File: config.mk
export PLATFORM = sky130hd
export DESIGN_NAME = serial_adder
export DESIGN_NICKNAME = d
export VERILOG_FILES = /design/src/rtl/serial_adder_pkg.sv /design/src/rtl/serial_adder_full_adder_cell.sv /design/src/rtl/serial_adder.sv
export SDC_FILE = /design/constraint.sdc
export NUM_CORES = 1
export LEC_CHECK = 0
export ABC_AREA = 1
export CAP_MARGIN = 10
export CORE_ASPECT_RATIO = 0.6
export CORE_MARGIN = 2
export CORE_UTILIZATION = 53
export CTS_BUF_LIST = sky130_fd_sc_hd__clkbuf_16
export DETAILED_ROUTE_END_ITERATION = 12
export GPL_ROUTABILITY_DRIVEN = 0
export PLACE_DENSITY = 0.82
export SYNTH_ARGS = -nofsm -noshare
export SYNTH_HDL_FRONTEND = slang
export SYNTH_SLANG_ARGS = --single-unit
File: constraint.sdc
create_clock -name clk -period 5.9 [get_ports clk]
set_clock_uncertainty 0.2 [all_clocks]
set_input_delay 1.18 -clock clk [delete_from_list [all_inputs] [get_ports clk]]
set_output_delay 1.18 -clock clk [all_outputs]
set_load 0.005 [all_outputs]
File: src/rtl/serial_adder_pkg.sv
// Shared types and elaboration helpers for the digit-serial adder/subtractor.
package serial_adder_pkg;

  typedef enum logic [1:0] {
    StIdle = 2'b00,
    StRun  = 2'b01,
    StDone = 2'b10
  } state_e;

  function automatic int unsigned digit_cycles(int unsigned width, int unsigned digit);
    return width / digit;
  endfunction

  // Counter spans N digit cycles; a single-cycle operation still gets one bit.
  function automatic int unsigned count_width(int unsigned width, int unsigned digit);
    int unsigned n;
    n = width / digit;
    return (n <= 1) ? 1 : $clog2(n);
  endfunction

  function automatic bit width_ok(int unsigned width, int unsigned digit);
    return (digit >= 1) && (digit <= width) && ((width % digit) == 0);
  endfunction

endpackage

File: src/rtl/serial_adder_full_adder_cell.sv
// One-bit combinational full adder; chained DIGIT times per clock by serial_adder.
module full_adder_cell (
  input  logic a,
  input  logic b,
  input  logic c,
  output logic s,
  output logic carry
);

  assign s     = a ^ b ^ c;
  assign carry = (a & b) | (a & c) | (b & c);

endmodule

File: src/rtl/serial_adder.sv
// Multi-cycle add/subtract unit: WIDTH-bit operands consumed LSB-first, DIGIT bits per clock.
module serial_adder
  import serial_adder_pkg::*;
#(
  parameter int unsigned WIDTH = 32,
  parameter int unsigned DIGIT = 4
) (
  input  logic             clk,
  input  logic             reset,
  input  logic             start,
  input  logic             sub,
  input  logic [WIDTH-1:0] a,
  input  logic [WIDTH-1:0] b,
  input  logic             cin,
  output logic             busy,
  output logic             done,
  output logic [WIDTH-1:0] sum,
  output logic             cout,
  output logic             ovf
);

  localparam int unsigned N    = digit_cycles(WIDTH, DIGIT);
  localparam int unsigned CntW = count_width(WIDTH, DIGIT);
  localparam logic [CntW-1:0] LastCnt = CntW'(N - 1);

  if (!width_ok(WIDTH, DIGIT)) begin : gen_width_check
    $error("serial_adder: WIDTH must be a nonzero multiple of DIGIT");
  end

  state_e            state_q, state_d;
  logic [WIDTH-1:0]  opa_q, opa_d;
  logic [WIDTH-1:0]  opb_q, opb_d;
  logic [WIDTH-1:0]  acc_q, acc_d;
  logic [WIDTH-1:0]  sum_q, sum_d;
  logic              carry_q, carry_d;
  logic              cout_q, cout_d;
  logic              ovf_q, ovf_d;
  logic [CntW-1:0]   cnt_q, cnt_d;

  logic [DIGIT:0]    chain;
  logic [DIGIT-1:0]  digit_sum;
  logic [WIDTH-1:0]  acc_shift;

  assign chain[0] = carry_q;

  for (genvar i = 0; i < DIGIT; i++) begin : gen_cells
    full_adder_cell u_cell (
      .a     (opa_q[i]),
      .b     (opb_q[i]),
      .c     (chain[i]),
      .s     (digit_sum[i]),
      .carry (chain[i+1])
    );
  end

  // New digit enters at the top so the accumulator is LSB-aligned after N shifts.
  assign acc_shift = (acc_q >> DIGIT) | (WIDTH'(digit_sum) << (WIDTH - DIGIT));

  always_comb begin
    state_d = state_q;
    opa_d   = opa_q;
    opb_d   = opb_q;
    acc_d   = acc_q;
    sum_d   = sum_q;
    carry_d = carry_q;
    cout_d  = cout_q;
    ovf_d   = ovf_q;
    cnt_d   = cnt_q;
    unique case (state_q)
      StIdle: begin
        if (start) begin
          opa_d   = a;
          opb_d   = sub ? ~b : b;
          carry_d = sub ? 1'b1 : cin;
          acc_d   = '0;
          cnt_d   = '0;
          state_d = StRun;
        end
      end
      StRun: begin
        opa_d   = opa_q >> DIGIT;
        opb_d   = opb_q >> DIGIT;
        acc_d   = acc_shift;
        carry_d = chain[DIGIT];
        cnt_d   = cnt_q + CntW'(1);
        if (cnt_q == LastCnt) begin
          sum_d   = acc_shift;
          cout_d  = chain[DIGIT];
          ovf_d   = chain[DIGIT-1] ^ chain[DIGIT];
          cnt_d   = '0;
          state_d = StDone;
        end
      end
      StDone: begin
        state_d = StIdle;
      end
      default: begin
        state_d = StIdle;
      end
    endcase
  end

  always_ff @(posedge clk or posedge reset) begin
    if (reset) begin
      state_q <= StIdle;
      opa_q   <= '0;
      opb_q   <= '0;
      acc_q   <= '0;
      sum_q   <= '0;
      carry_q <= 1'b0;
      cout_q  <= 1'b0;
      ovf_q   <= 1'b0;
      cnt_q   <= '0;
    end else begin
      state_q <= state_d;
      opa_q   <= opa_d;
      opb_q   <= opb_d;
      acc_q   <= acc_d;
      sum_q   <= sum_d;
      carry_q <= carry_d;
      cout_q  <= cout_d;
      ovf_q   <= ovf_d;
      cnt_q   <= cnt_d;
    end
  end

  assign busy = (state_q != StIdle);
  assign done = (state_q == StDone);
  assign sum  = sum_q;
  assign cout = cout_q;
  assign ovf  = ovf_q;

endmodule

==> reports/summary.md <==
The flow ran to the end, and the final reports show no timing, DRC or antenna violations. The number of nets handed over by synthesis was 865. The tools report the maximum number of pins on one net before global-route repair as 112.

Row generation in the floorplan step produced 30 rows. The worst setup path is launched from a flop. The worst-case IR drop observed on VDD is 0.2387 mV. The repair_antennas step left the layout with diodes totalling 0.

The final critical path takes up 61.48% of the cycle. Power spread over the standard cell area amounts to 507.6 nW/µm². The transition time at the pin with the least slew margin is 1.086 ns, and the number of antenna violations at the first check in global routing is 0.

Dividing the detail-routed wire length by the instance count gives 14.28 µm. The tools report the max-slew violation count as 0. The routed design has 14,890 µm of wire.

The die covers 12,790 µm². The number of buffers added by the clock tree synthesis step was 17; the horizontal die dimension was 144.7 µm. The number of cells upsized or downsized after cts was 0. The arrival time at the worst endpoint came out at 2.25 ns.

Of the post-synthesis cell area, the dominant cell type holds 52.49%. The worst pin sits at a relative slew slack of 27.31%. The yosys synthesis warning count was 0. The count of input and output buffers came out at 104. The worst setup margin is 2.273 ns, and the initial standard-cell utilization of the core is 54.97%. The area growth from synthesis to final layout was 25.51%. In this run, synthesis inferred 0 flip-flops with an integrated enable. The tool flagged a number of max-cap violations equal to 0. The count of buffers added by post-CTS timing repair for setup is 0. The most used flip-flop cell after synthesis is sky130_fd_sc_hd__dfrtp_1. The total overflow left after global routing is 0. On the critical path the largest part of the delay comes from buffers and inverters. In this run, placement finished with an instance count of 1,011. Hold repair after CTS inserted 0 buffers. The run gives 4 as the level count of the clock H-tree.

Ranked by instance count, the synthesized netlist is headed by sky130_fd_sc_hd__nand2_1 (288), sky130_fd_sc_hd__nand3_1 (140), sky130_fd_sc_hd__dfrtp_1 (132). The tools report the count of mapped cells out of synthesis as 790. Clock-pin slew was measured on the worst setup and hold paths at 0.06 ns. The critical path is of the reg -> out type.

The logs give 1,043 for the post-layout instance count excluding filler cells and 5,023 for the via count of the first global-routing pass. The cell taking the most area after synthesis was sky130_fd_sc_hd__dfrtp_1. The sum of net half-perimeters after detailed placement came out at 9256 µm. In this design, the stage delay of the slowest critical-path cell is 0.69 ns. The fraction of final layout cells sized beyond drive strength 1 works out to 6.002%. In this run the vertical extent of the chip is 88.41 µm. For this block, the via count after detailed routing is 5,410.

Global routing consumed, over all layers together, 25.00% of the routing resources. TritonCTS built the clock tree. On the critical path, the stage with the largest delay is an instance of sky130_fd_sc_hd__nor2_1. The worst min-delay path category was reg -> reg. By area the synthesized netlist is led by sky130_fd_sc_hd__dfrtp_1 (52%), sky130_fd_sc_hd__nand2_1 (17%), sky130_fd_sc_hd__nand3_1 (11%). Summing the sequential cell areas from Yosys gives 52.49% of the chip area. The analysis attributes to cell leakage a power of 3.990 nW. The clock tree buffer depth is 2, and the async set or reset register ratio after synthesis is 100.0%. The net count of the finished layout is 945.

Summing every instance area after synthesis gives 6294 µm². The first detailed-routing pass ran for 5 iterations. The count of different cell masters after synthesis came out at 19. The core region is 11,450 µm². The tree is rooted in a sky130_fd_sc_hd__clkbuf_16. For the data required time of the worst path, the log shows 4.52 ns. The most common cell in the netlist is sky130_fd_sc_hd__nand2_1.

Timing analysis after detailed placement gives a worst setup slack of 1.990 ns. Along the worst path, the maximum fanout reaches 24. The utilization after layout is 68.99%, and the post-route minimum period is 3.627 ns.

105 I/O pins were placed. The clock sink count is 132, and the DRC marker count from the first detailed-route iteration is 509. The via density per instance works out to 5.187. For this run, design rule violations remaining after detail routing come to 0.

The post-detailed-route count of antenna-violating nets was 0; the latest clock arrival within the worst-skew pair was 0.41 ns. The tools report the total negative setup slack as 0 ns. The worst setup path is captured at an output port.

The number of buffers and inverters on the critical path is 3. Final setup violation count: 0. The signal on the critical path passes through buf_4 -> nor2_1 -> inv_1 -> clkdlybuf4s50_1. The synthesized area per cell came out at 7.967 µm². The synthesized design contains 132 register bits. Setup repair after global routing left no endpoint under its margin. The achievable clock frequency was 275.7 MHz; the wire length of the first global-routing pass was 24,690 µm. The run gives 0 as the number of endpoints with negative hold slack in the final report.
[registers in the layout (all words and copies together) (netlist names)]
name / flops
ovf: 1
opb_q: 32
state_q: 2
acc_q: 28
cnt_q: 3
opa_q: 32
cout: 1
sum: 32
carry_q: 1
[area by class of cell]
cell class	instances	area, µm²
Timing Repair Buffer	109	1079
Clock inverter	15	165.2
Tap cell	160	200.2
Inverter	100	380.4
Fill cell	869	3550
Clock buffer	17	425.4
Sequential cell	132	3303
Multi-Input combinational cell	510	2346
[cells in the final DEF, fill, tap and decap left out]
| cell type | instances |
|---|---|
| sky130_fd_sc_hd__clkinv_1 | 3 |
| sky130_fd_sc_hd__inv_6 | 1 |
| sky130_fd_sc_hd__clkinv_2 | 3 |
| sky130_fd_sc_hd__xor2_1 | 5 |
| sky130_fd_sc_hd__nand3_1 | 140 |
| sky130_fd_sc_hd__nand2_2 | 1 |
| sky130_fd_sc_hd__dfrtp_1 | 132 |
| sky130_fd_sc_hd__nor2_4 | 2 |
| sky130_fd_sc_hd__clkdlybuf4s50_1 | 104 |
| sky130_fd_sc_hd__nand2_4 | 2 |
| sky130_fd_sc_hd__o21ai_2 | 10 |
| sky130_fd_sc_hd__clkinv_4 | 3 |
| sky130_fd_sc_hd__nor2_1 | 4 |
| sky130_fd_sc_hd__nand2_1 | 287 |
| sky130_fd_sc_hd__inv_1 | 96 |
| sky130_fd_sc_hd__o21ai_0 | 22 |
| sky130_fd_sc_hd__buf_4 | 5 |
| sky130_fd_sc_hd__ha_1 | 2 |
| sky130_fd_sc_hd__bufinv_16 | 3 |
| sky130_fd_sc_hd__inv_2 | 3 |
| sky130_fd_sc_hd__fa_1 | 4 |
| sky130_fd_sc_hd__o21ai_1 | 31 |
| sky130_fd_sc_hd__clkbuf_16 | 17 |
| sky130_fd_sc_hd__clkinvlp_4 | 3 |
[layer usage]
metal | up-vias | track usage, % | part of all wire [%]
met1 | 2539 | 36.93 | 47
met2 | 224 | 36.79 | 44
li1 | 2633 | - | -
met5 | - | 0 | 0
met4 | 0 | 5.472 | 0.56
met3 | 14 | 7.684 | 8.0
[power by group]
| group | internal, mW | switching, mW |
|---|---|---|
| clock | 0.658 | 0.391 |
| combinational | 0.600 | 0.825 |
| sequential | 1.31 | 0.229 |
[metrics by stage]
| step | power (mW) | hold WS [ns] | cell area [µm²] |
|---|---|---|---|
| finish | 4.010 | 0.2796 | 7899 |
| global route | 4.293 | 0.3020 | 7899 |
| CTS | 4.017 | 0.2818 | 7899 |
| detailed placement | 2.942 | 0.2670 | 7308 |
| global placement | 2.879 | 0.2614 | 7308 |
| floorplan | 2.435 | 0.2530 | 6294 |
[kinds of logic (layout without fill, tap and decap cells)]
group                      after synthesis  after routing  synth area share [%]
xor gates and xnor gates                 5              5                0.6958
buffers and inverters                  148            241                 10.28
adders and majority gates                6              6                 1.670
DFF                                    132            132                 52.49
and+or+nand+nor                        436            436                 29.26
AOI/OAI and AO/OA                       63             63                 5.606
[worst reg2reg max path: cells and delay by family (launching register included)]
| kind | cells | cell delay, ns |
|---|---|---|
| buffers and inverters | 3 | 0.93 |
| flip-flops | 1 | 0.33 |
| AO/OA/AOI/OAI | 1 | 0.12 |
| AND/OR/NAND/NOR | 3 | 1.20 |
[path summary, 6_finish.rpt]
path | startpoint | to | slack, ns | cells after the start
min in group asynchronous | reset | acc_q[23]$_DFFE_PP0P_ | 1.17 | 2
worst max register to register | state_q[0]$_DFFE_PP0P_ | sum[22]$_DFFE_PP0P_ | 2.96 | 7
max in group asynchronous | reset | cnt_q[0]$_DFFE_PP0P_ | 3.42 | 3
worst min register to register | acc_q[15]$_DFFE_PP0P_ | acc_q[11]$_DFFE_PP0P_ | 0.28 | 2
worst min-delay path | acc_q[15]$_DFFE_PP0P_ | acc_q[11]$_DFFE_PP0P_ | 0.28 | 2
worst max-delay path | state_q[0]$_DFFE_PP0P_ | busy | 2.27 | 4
Note: power is estimated with default switching activity, not from simulation.
